File: config.mk
export PLATFORM = sky130hd
export DESIGN_NAME = key_conditioner
export DESIGN_NICKNAME = d
export VERILOG_FILES = /design/src/rtl/key_conditioner.sv
export SDC_FILE = /design/constraint.sdc
export NUM_CORES = 1
export LEC_CHECK = 0
export CAP_MARGIN = 20
export CORE_AREA = 3 3 109 190
export CTS_CLUSTER_DIAMETER = 50
export DETAILED_ROUTE_END_ITERATION = 10
export DIE_AREA = 0 0 112 193
export SYNTH_ARGS = -nofsm -noshare
export SYNTH_HDL_FRONTEND = slang
export SYNTH_SLANG_ARGS = --single-unit
File: constraint.sdc
create_clock -name clk_i -period 5.07 [get_ports clk_i]
set_clock_uncertainty 0.1 [all_clocks]
set_input_delay 0.507 -clock clk_i [delete_from_list [all_inputs] [get_ports clk_i]]
set_output_delay 0.507 -clock clk_i [all_outputs]
set_load 0.01 [all_outputs]
File: src/rtl/key_conditioner.sv
// Per-key push-button conditioner: two-flop synchroniser, debounce FSM, and registered
// level / press / release / long-hold / toggle outputs for active-low board KEYs.
module key_conditioner #(
  parameter int unsigned NKeys          = 2,
  parameter int unsigned DebounceCycles = 1000000,
  parameter int unsigned HoldCycles     = 50000000
) (
  input  logic             clk_i,
  input  logic             rst_ni,
  input  logic [NKeys-1:0] key_i,
  output logic [NKeys-1:0] key_level_o,
  output logic [NKeys-1:0] key_press_o,
  output logic [NKeys-1:0] key_release_o,
  output logic [NKeys-1:0] key_hold_o,
  output logic [NKeys-1:0] key_toggle_o
);

  localparam int unsigned CntW  = $clog2(DebounceCycles + 1);
  localparam int unsigned HoldW = $clog2(HoldCycles + 1);
  localparam logic [CntW-1:0]  CntLast = CntW'(DebounceCycles - 1);
  localparam logic [HoldW-1:0] HoldMax = HoldW'(HoldCycles);

  typedef enum logic [1:0] {StUp, StDownWait, StDown, StUpWait} state_e;

  // Synchroniser resets to released (1) so a held key after reset looks like a fresh press.
  logic [NKeys-1:0] sync1_q, sync2_q;

  always_ff @(posedge clk_i or negedge rst_ni) begin
    if (!rst_ni) begin
      sync1_q <= '1;
      sync2_q <= '1;
    end else begin
      sync1_q <= key_i;
      sync2_q <= sync1_q;
    end
  end

  for (genvar i = 0; i < NKeys; i++) begin : gen_key
    state_e           state_q, state_d;
    logic [CntW-1:0]  cnt_q, cnt_d;
    logic [HoldW-1:0] hold_cnt_q, hold_cnt_d;
    logic             press_d, release_d, hold_d;
    logic             level_q, press_q, release_q, hold_q, toggle_q;
    logic             pressed;

    assign pressed = ~sync2_q[i];

    always_comb begin
      state_d    = state_q;
      cnt_d      = cnt_q;
      hold_cnt_d = hold_cnt_q;
      press_d    = 1'b0;
      release_d  = 1'b0;
      hold_d     = 1'b0;
      unique case (state_q)
        StUp: begin
          if (pressed) begin
            state_d = StDownWait;
            cnt_d   = CntW'(1);
          end
        end
        StDownWait: begin
          if (!pressed) begin
            state_d = StUp;
          end else if (cnt_q == CntLast) begin
            state_d    = StDown;
            press_d    = 1'b1;
            hold_cnt_d = '0;
          end else begin
            cnt_d = cnt_q + 1'b1;
          end
        end
        StDown: begin
          // Saturating hold count; the pulse marks the single cycle it reaches the limit.
          if (hold_cnt_q != HoldMax) begin
            hold_cnt_d = hold_cnt_q + 1'b1;
            hold_d     = (hold_cnt_q == HoldMax - 1'b1);
          end
          if (!pressed) begin
            state_d = StUpWait;
            cnt_d   = CntW'(1);
          end
        end
        StUpWait: begin
          if (pressed) begin
            state_d = StDown;
          end else if (cnt_q == CntLast) begin
            state_d   = StUp;
            release_d = 1'b1;
          end else begin
            cnt_d = cnt_q + 1'b1;
          end
        end
        default: state_d = StUp;
      endcase
    end

    always_ff @(posedge clk_i or negedge rst_ni) begin
      if (!rst_ni) begin
        state_q    <= StUp;
        cnt_q      <= '0;
        hold_cnt_q <= '0;
        level_q    <= 1'b0;
        press_q    <= 1'b0;
        release_q  <= 1'b0;
        hold_q     <= 1'b0;
        toggle_q   <= 1'b0;
      end else begin
        state_q    <= state_d;
        cnt_q      <= cnt_d;
        hold_cnt_q <= hold_cnt_d;
        level_q    <= (state_d == StDown) || (state_d == StUpWait);
        press_q    <= press_d;
        release_q  <= release_d;
        hold_q     <= hold_d;
        toggle_q   <= toggle_q ^ press_d;
      end
    end

    assign key_level_o[i]   = level_q;
    assign key_press_o[i]   = press_q;
    assign key_release_o[i] = release_q;
    assign key_hold_o[i]    = hold_q;
    assign key_toggle_o[i]  = toggle_q;
  end

endmodule

# [After elaboration in Yosys (flattened, before gate mapping)]
# Cells that the tools add are included.
[totals] reg_bits=110 elab_cells=110
[op_classes] addsub=4 eq_ne=28 muxes=48 n_bitwise=2 reduce_logical=10
[ops] cell="2-to-1 mux 20 bit" n=10
[ops] cell="case mux 20 bit (4 select lines)" n=2
[ops] cell="2-to-1 mux 26 bit" n=6
[ops] cell="case mux 26 bit (2 select lines)" n=2
[ops] cell="adder 26 x 1 -> 26 bit (second input constant)" n=2
[ops] cell="equality test 26 bit (second input constant)" n=2
[ops] cell="!= test 26 bit (second input constant)" n=2
[ops] cell="adder 20 x 1 -> 20 bit (second input constant)" n=2
[ops] cell="equality test 20 bit (second input constant)" n=2
[ops] cell="2-to-1 mux 2 bit" n=12
[ops] cell="!= test 2 bit (second input constant)" n=12
[ops] cell="equality test 2 bit (second input constant)" n=8
[ops] cell="case mux 2 bit (4 select lines)" n=2
[ops] cell="AND reduction 4 bit" n=4
[ops] cell="2-to-1 mux 1 bit" n=14
[ops] cell="equality test 2 x 1 -> 1 bit (second input constant)" n=2
[ops] cell="logical NOT 2 bit" n=2
[ops] cell="nonzero test 2 bit" n=2
[ops] cell="logical OR 1 bit" n=2
[ops] cell="bitwise XOR 1 bit" n=2

# [Logic depth before layout (Yosys ltp)]
# Gate-level depths: netlist of run 1.
[depth] word_depth=6 depth_mapped=7 mapped_depth_nobuf=7

# [Least setup slack after synthesis of run 1]
# Ideal clock, no wire load.
[synth_path] kind="reg2reg" from="register gen_key[1].hold_cnt_q[0]" to="register gen_key[1].hold_cnt_q[6]" setup_time_ns=0.136 arrival_time_ns=1.916 required_time_ns=4.834 slack_ns=2.918 path_stages_with_launch=8 n_path_buf=0 period_less_slack_ns=2.152 cell_sequence="dfrtp_1 -> inv_1 -> ha_1 -> or4b_1 -> or4_4 -> o21ai_4 -> or3_2 -> a21oi_2"
[synth_between] elab_chain_len=3 elab_cells_between_ends=6 cone_classes="1 x add/sub; 2 x eq/ne; 2 x mux; 1 x reduce/logical"
[synth_lines] element="start, declared" line="41" text="logic [HoldW-1:0] hold_cnt_q, hold_cnt_d;"
[synth_lines] element="start signal, assigned" line="111" text="hold_cnt_q <= hold_cnt_d;"
[synth_lines] element="adder 26 x 1 -> 26 bit or != test 26 bit (tied branches)" line="76, 75"
[synth_lines] element="2-to-1 mux 26 bit or != test 2 bit (tied branches)"
[synth_lines] element="case mux 26 bit (2 select lines) or AND reduction 4 bit (tied branches)"
# Parallel ways exist; a longest one is shown, timed or not. The select of a mux whose other input is x is not followed.
# A chain may end at the register's enable or synchronous reset.

# [Final worst setup path of run 1]
[layout_path] from="register gen_key[0].cnt_q[6]" to="register gen_key[0].hold_cnt_q[1]"
[layout_between] elab_chain_len=3
[layout_lines] element="start, declared" line="40" text="logic [CntW-1:0] cnt_q, cnt_d;"
[layout_lines] element="start signal, assigned" line="110" text="cnt_q <= cnt_d;"
[layout_lines] element="equality test 20 bit" line="65" text="end else if (cnt_q == CntLast) begin"
[layout_lines] element="!= test 2 bit (no line)"
[layout_lines] element="AND reduction 4 bit (no line)"
[layout_lines] element="end signal, assigned" line="111"
[layout_lines] element="end, declared" line="41"
# No other way between the ends.

==> results of run 1 <==
-- power by group through the flow --
| stage | clock, µW | sequential [µW] | combinational, µW |
|---|---|---|---|
| 2_1_floorplan | 0 | 912 | 31.2 |
| 3_3_place_gp | 0 | 917 | 57.4 |
| 3_5_place_dp | 0 | 918 | 58.3 |
| 4_1_cts | 717 | 901 | 58.3 |
| 5_1_grt | 748 | 904 | 64.9 |
| 6_report | 688 | 901 | 55.5 |
-- kinds of logic (layout without fill, tap and decap cells) --
group                      Yosys count  after routing  synth area share
DFF                                109            109            0.4912
muxes                                6              6           0.01147
and+or+nand+nor                    295            295            0.2764
buffers and inverters               37             45           0.03441
xor gates and xnor gates            70             70            0.1116
adders and majority gates            6              6           0.01349
AOI/OAI and AO/OA                   53             53           0.06140
-- layer usage --
metal	vias up	global-route usage	routed length [µm]
li1	2044	-	-
met1	2063	0.1307	4832
met2	49	0.2098	6270
met3	27	0.01499	182
met4	0	0.06571	413
met5	-	0	0
-- through the flow --
stage | cell area (µm²) | util | total power (µW) | instances
2_1_floorplan | 5563 | - | 943.0 | 576
6_report | 6167 | 0.3213 | 1645 | 825
3_3_place_gp | 5884 | 0.3065 | 974.7 | 809
3_5_place_dp | 5884 | 0.3065 | 976.3 | 809
4_1_cts | 6167 | 0.3213 | 1676 | 825
5_1_grt | 6167 | 0.3213 | 1717 | 825
-- synth_stat cells (8+ instances only) --
cell,instances
xor2_1,48
o31ai_1,9
buf_4,10
and3_1,14
nand3_1,34
o21ai_0,14
dfrtp_1,105
nand2_1,47
and4_1,8
xnor2_1,21
a21oi_1,14
nor4_1,15
nor2_1,89
inv_1,12
nor3_1,13
or3_1,9
nand4_1,34
-- critical path: stages (launching register included) --
cell	delay [ns]
dfrtp_1	0.44
nor4_1	0.29
and4_1	0.33
nand2_1	0.19
inv_1	0.59
nor2_1	0.08
mux2_2	0.28
-- registers in the layout, summed over array words and instances (netlist names) --
name / count
gen_key.hold_cnt_q: 52
gen_key.hold_q: 2
gen_key.release_q: 2
gen_key.state_q: 3
gen_key.cnt_q: 40
sync2_q: 2
gen_key.toggle_q: 2
gen_key.level_q: 2
sync1_q: 2
gen_key.press_q: 2
-- layout make-up --
cell class                 instances  area share
clock inverter                     7    0.009333
clock buffer                       9     0.03652
tap                              241     0.04889
timing repair buffer              17     0.02556
sequential                       109      0.4431
inverter                          12    0.007304
multi-input combinational        430      0.4293
-- cells in the final DEF, fill, tap and decap left out, drive strengths merged, types with 3 or more instances in the layout --
| master | count |
|---|---|
| mux2 | 3 |
| xor2 | 48 |
| nor4 | 17 |
| or3 | 10 |
| dfrtp | 105 |
| a21oi | 15 |
| or4b | 3 |
| nor4b | 4 |
| nand2b | 3 |
| clkdlybuf4s50 | 12 |
| ha | 6 |
| buf | 5 |
| o211ai | 4 |
| inv | 16 |
| xnor2 | 22 |
| and3 | 14 |
| clkinv | 3 |
| clkbuf | 9 |
| o31ai | 9 |
| nor2 | 89 |
| nand2 | 47 |
| nor3 | 14 |
| dfstp | 4 |
| or4 | 5 |
| nand4 | 34 |
| nand3 | 34 |
| o21ai | 18 |
| mux2i | 3 |
| and2 | 3 |
| and4 | 8 |
-- worst min-delay path by stage --
stage,end,depth (start not counted),slack [ns]
after CTS,gen_key[0].level_q$_DFF_PN0_,1,0.23
after global placement,sync2_q[0]$_DFF_PN1_,0,0.25
after floorplan,gen_key[0].cnt_q[0]$_DFFE_PN0P_,0,0.11
final,gen_key[0].level_q$_DFF_PN0_,1,0.17
after global routing,sync2_q[1]$_DFF_PN1_,0,0.26
after detailed placement,sync2_q[0]$_DFF_PN1_,0,0.25
==> flow_summary.toml, run 1 <==
[critical_path]
r2r_start = "gen_key[0].cnt_q[6]$_DFFE_PN0P_"
worst_ep_arrival_time_ns = 2.56
reg2reg_slack_ns = 2.66
reg2reg_to = "gen_key[0].hold_cnt_q[1]$_DFFE_PN0P_"
r2r_cells = 6
crit_path_start = "gen_key[0].cnt_q[6]$_DFFE_PN0P_"
critPathRequiredTime_ns = 5.22
cp-start-kind = "flip-flop"
end_kind = "flip-flop"
worst-path-max-fanout = 24
worstSetupEndpoint = "gen_key[0].hold_cnt_q[1]$_DFFE_PN0P_"
critPathKind = "reg -> reg"

[clock_tree]
cts-root-buf = "clkbuf_16"
post_cts_buffers = 0
hold_buffers = 0
cts_repair_resize_count = 0
cts_tree = "done"
htree_levels = 3
cts_sinks = 109
cts_buffers = 9
clk_transition_reported_paths_ns = 0.07
clk_latency_ns = 0.36
cts_buffer_depth = 2

[finish]
fin_nets = 589
diodes = 0
seqCellArea_um2 = 2733
fill_cells = 1938
layout-drive-gt1-share = 0.06849
multi_input_area_um2 = 2648
syn_to_final_growth_pct = 10.86

[detailed_routing]
vias = 4183
wl_um = 11700
drc = 0
wl_per_cell_um = 14.18
drt-initial-drc-count = 190
drt_first_pass_iters = 4
viasPerCell = 5.070
final_antenna_net_count = 0

[power_and_ir_drop]
pwr-share-seq = 0.548
switching_share = 0.2442
total_leakage_power_uw = 0.002547
p_switching_uw = 401.5
powerDensity_nw_per_um2 = 266.7
worst_ir_drop_vdd_mv = 0.1555
intPower_uw = 1243
pwr-share-comb = 0.034
p_clk_frac = 0.419

[synth]
synth_warnings = 0
ys_ff_latch = 109
synth_cells = 576
syn-cell-area_um2 = 5563
synth_enable_flop_cells = 0
synthFlopType = "dfrtp_1"
async_flop_share = 1.000
ys_seq_area_frac = 0.4912
netlist.area_leader.share = 0.4723
synth.net_count = 586
yosys-top-cells-area = "dfrtp_1 (47%), xor2_1 (7.6%), nor2_1 (6.0%), nand4_1 (3.8%), xnor2_1 (3.3%)"
ys_types = 53
synth_top_cell_by_area = "dfrtp_1"
syn_area_per_cell_um2 = 9.658

[sta]
report.final.slew_viol_count = 0
whs_ns = 0.1705
fmaxAchievable_mhz = 414.4
tightest_slew_ns = 1.009
finalSetupTns_ns = 0
post-route-period-util = 0.4760
fin_ws_ns = 2.657
hold_violations = 0
setup_viol = 0
slew_headroom = 0.3215
min_period_ns = 2.413
rsz0062_at_grt = "false"

[die]
die_w_um = 112
core-area_um2 = 19200
ios = 14
die_h_um = 193
num_rows = 67
start_util = 0.2898
die-area_um2 = 21620

[global_routing]
track_usage = 0.1159
antenna_found_initial = 0
grt_pass1_vias = 4307
gr-total-overflow = 0
grt_pass1_wl_um = 20670
grt_max_degree = 74

[outcome]
run_status = "finished clean"

[flow_run]
cap_viol_max_count = 0

[place]
dpl_worst_slack_ns = 2.624
port_buffers = 13
post-dp-hpwl_um = 8285
gp_congestion = 0.8688

[hold_path]
hold_path.class = "in -> async"
(Power assumes the default switching activity.)
==> inputs of run 2 (changes only) <==
Clock period 5.07 ns to 2.5 ns, I/O delays scaled along.
==> flow_summary.toml, run 2 (same netlist as run 1, synthesis figures left out) <==
[critical_path]
end_kind = "flip-flop"
r2r_start = "gen_key[1].cnt_q[7]$_DFFE_PN0P_"
slowest_stage = "or4_1"
critPathKind = "reg -> reg"
critPathRequiredTime_ns = 2.63
crit_path_start = "gen_key[1].cnt_q[7]$_DFFE_PN0P_"
worst_ep_arrival_time_ns = 2.45
cp-start-kind = "flip-flop"
cp_cell_sequence = "nor4b_1 > nand4_1 > or4_1 > o211ai_1 > o31ai_1"
slowest_delay_ns = 0.69
worst-path-max-fanout = 9

[power_and_ir_drop]
pwr-share-comb = 0.038
p_switching_uw = 821.4
worst_ir_drop_vdd_mv = 0.3319
intPower_uw = 2533
switching_share = 0.2449
power.total_uw = 3354
pwr-share-seq = 0.544
total_leakage_power_uw = 0.002629
powerDensity_nw_per_um2 = 531.4
p_clk_frac = 0.418

[global_routing]
grt_pass1_wl_um = 21080
gr-total-overflow = 0
grt_pass1_vias = 4400
track_usage = 0.1177
grt_max_degree = 72
antenna_found_initial = 0

[sta]
slew_headroom = 0.3868
min_period_ns = 2.313
rsz0062_at_grt = "true"
hold_violations = 0
post-route-period-util = 0.9252
tightest_slew_ns = 0.9114
fmaxAchievable_mhz = 432.3
setup_viol = 0
report.final.slew_viol_count = 0

[detailed_routing]
drt_first_pass_iters = 6
viasPerCell = 5.031
wl_um = 11980
drc = 0
drt-initial-drc-count = 222
vias = 4226
wl_per_cell_um = 14.26
final_antenna_net_count = 0

[place]
gp_congestion = 0.8259
post-dp-hpwl_um = 8639
dpl_cell_area_um2 = 6002
port_buffers = 13

[clock_tree]
cts_sinks = 109
cts_buffers = 9
clk_latency_ns = 0.36
htree_levels = 3
clk_transition_reported_paths_ns = 0.08
post_cts_buffers = 0
cts_tree = "done"
cts-root-buf = "clkbuf_16"
cts_buffer_depth = 2

[finish]
final_common_cell = "dfrtp_1"
seqCellArea_um2 = 2733
fill_cells = 1940
max_flop_register = "gen_key.hold_cnt_q"
fin_nets = 604
largest_reg_flops = 52
multi_input_area_um2 = 2658
reg_top3 = "gen_key.hold_cnt_q: 52 flops, gen_key.cnt_q: 40 flops, gen_key.state_q: 3 flops"
final_cell_mix = "dfrtp_1 (105), nor2_1 (89), xor2_1 (48)"
stdcell_area_um2 = 6311
syn_to_final_growth_pct = 13.45
diodes = 0
layout-drive-gt1-share = 0.09182

[flow_run]
cap_viol_max_count = 0

[hold_path]
hold_path.class = "in -> reg"
min-delay-start = "key_i[1]"

[die]
die_w_um = 112
start_util = 0.2898
die-area_um2 = 21620
ios = 14
core-area_um2 = 19200
num_rows = 67
die_h_um = 193

[outcome]
run_status = "finished clean"
[run 2: cell types whose count changed in the layout (fill, tap and decap cells not counted), sizes merged]
| cell | delta |
|---|---|
| clkinv | +2 |
| inv | -3 |
| dlygate4sd3 | +1 |
| buf | +14 |
| clkbuf | +1 |
[run 2: power groups by stage]
stage | Combinational [µW] | Clock, µW | Sequential (µW)
2_1_floorplan | 63.2 | 0 | 1850
3_3_place_gp | 128 | 0 | 1860
3_5_place_dp | 133 | 0 | 1860
4_1_cts | 134 | 1440 | 1820
5_1_grt | 149 | 1500 | 1830
6_report | 128 | 1400 | 1820
[run 2: area by class of cell]
type                       count  share of cell area
tap                          241             0.04778
sequential                   109              0.4330
inverter                      12            0.007137
clock buffer                  10             0.03628
clock inverter                 6            0.009516
timing repair buffer          32             0.04520
multi-input combinational    430              0.4211
[run 2: worst paths after layout]
kind	end	slack (ns)	depth (start not counted)
max reg2reg	gen_key[1].hold_cnt_q[2]$_DFFE_PN0P_	0.19	5
min	sync1_q[1]$_DFF_PN1_	0.20	1
max	gen_key[1].hold_cnt_q[2]$_DFFE_PN0P_	0.19	5
min in group asynchronous	gen_key[0].release_q$_DFF_PN0_	0.30	2
max in group asynchronous	sync2_q[1]$_DFF_PN1_	1.22	3
min reg2reg	sync2_q[1]$_DFF_PN1_	0.27	0
[run 2: routing by layer]
metal,vias up,global-route usage,part of all wire
li1,2064,-,-
met4,0,0.05090,0.026
met1,2101,0.1315,0.40
met3,20,0.01405,0.017
met5,-,0,0
met2,41,0.2234,0.56
[run 2: stage by stage]
stage | setup slack, ns | util | std cells | TNS (ns) | hold slack [ns]
2_1_floorplan | 0.3483 | - | 576 | 0 | -0.1456
3_3_place_gp | 0.1955 | 0.3127 | 823 | 0 | 0.1636
3_5_place_dp | 0.1630 | 0.3127 | 823 | 0 | 0.1675
4_1_cts | 0.1507 | 0.3282 | 840 | 0 | 0.2025
5_1_grt | -0.007080 | 0.3287 | 840 | -0.007080 | 0.2105
6_report | 0.1869 | 0.3287 | 840 | 0 | 0.2032
[run 2: worst max-delay path: cells and delay by family, from the launching register on]
family          cells  cell delay, ns
flops               1            0.45
simple gates        3            1.40
compound gates      2            0.25
[run 2: timing repair]
action,4_1_cts,5_1_grt
endpoints found under the hold margin,35,0
gates resized for setup,0,2
hold buffers,1,0
setup endpoints to repair,0,5
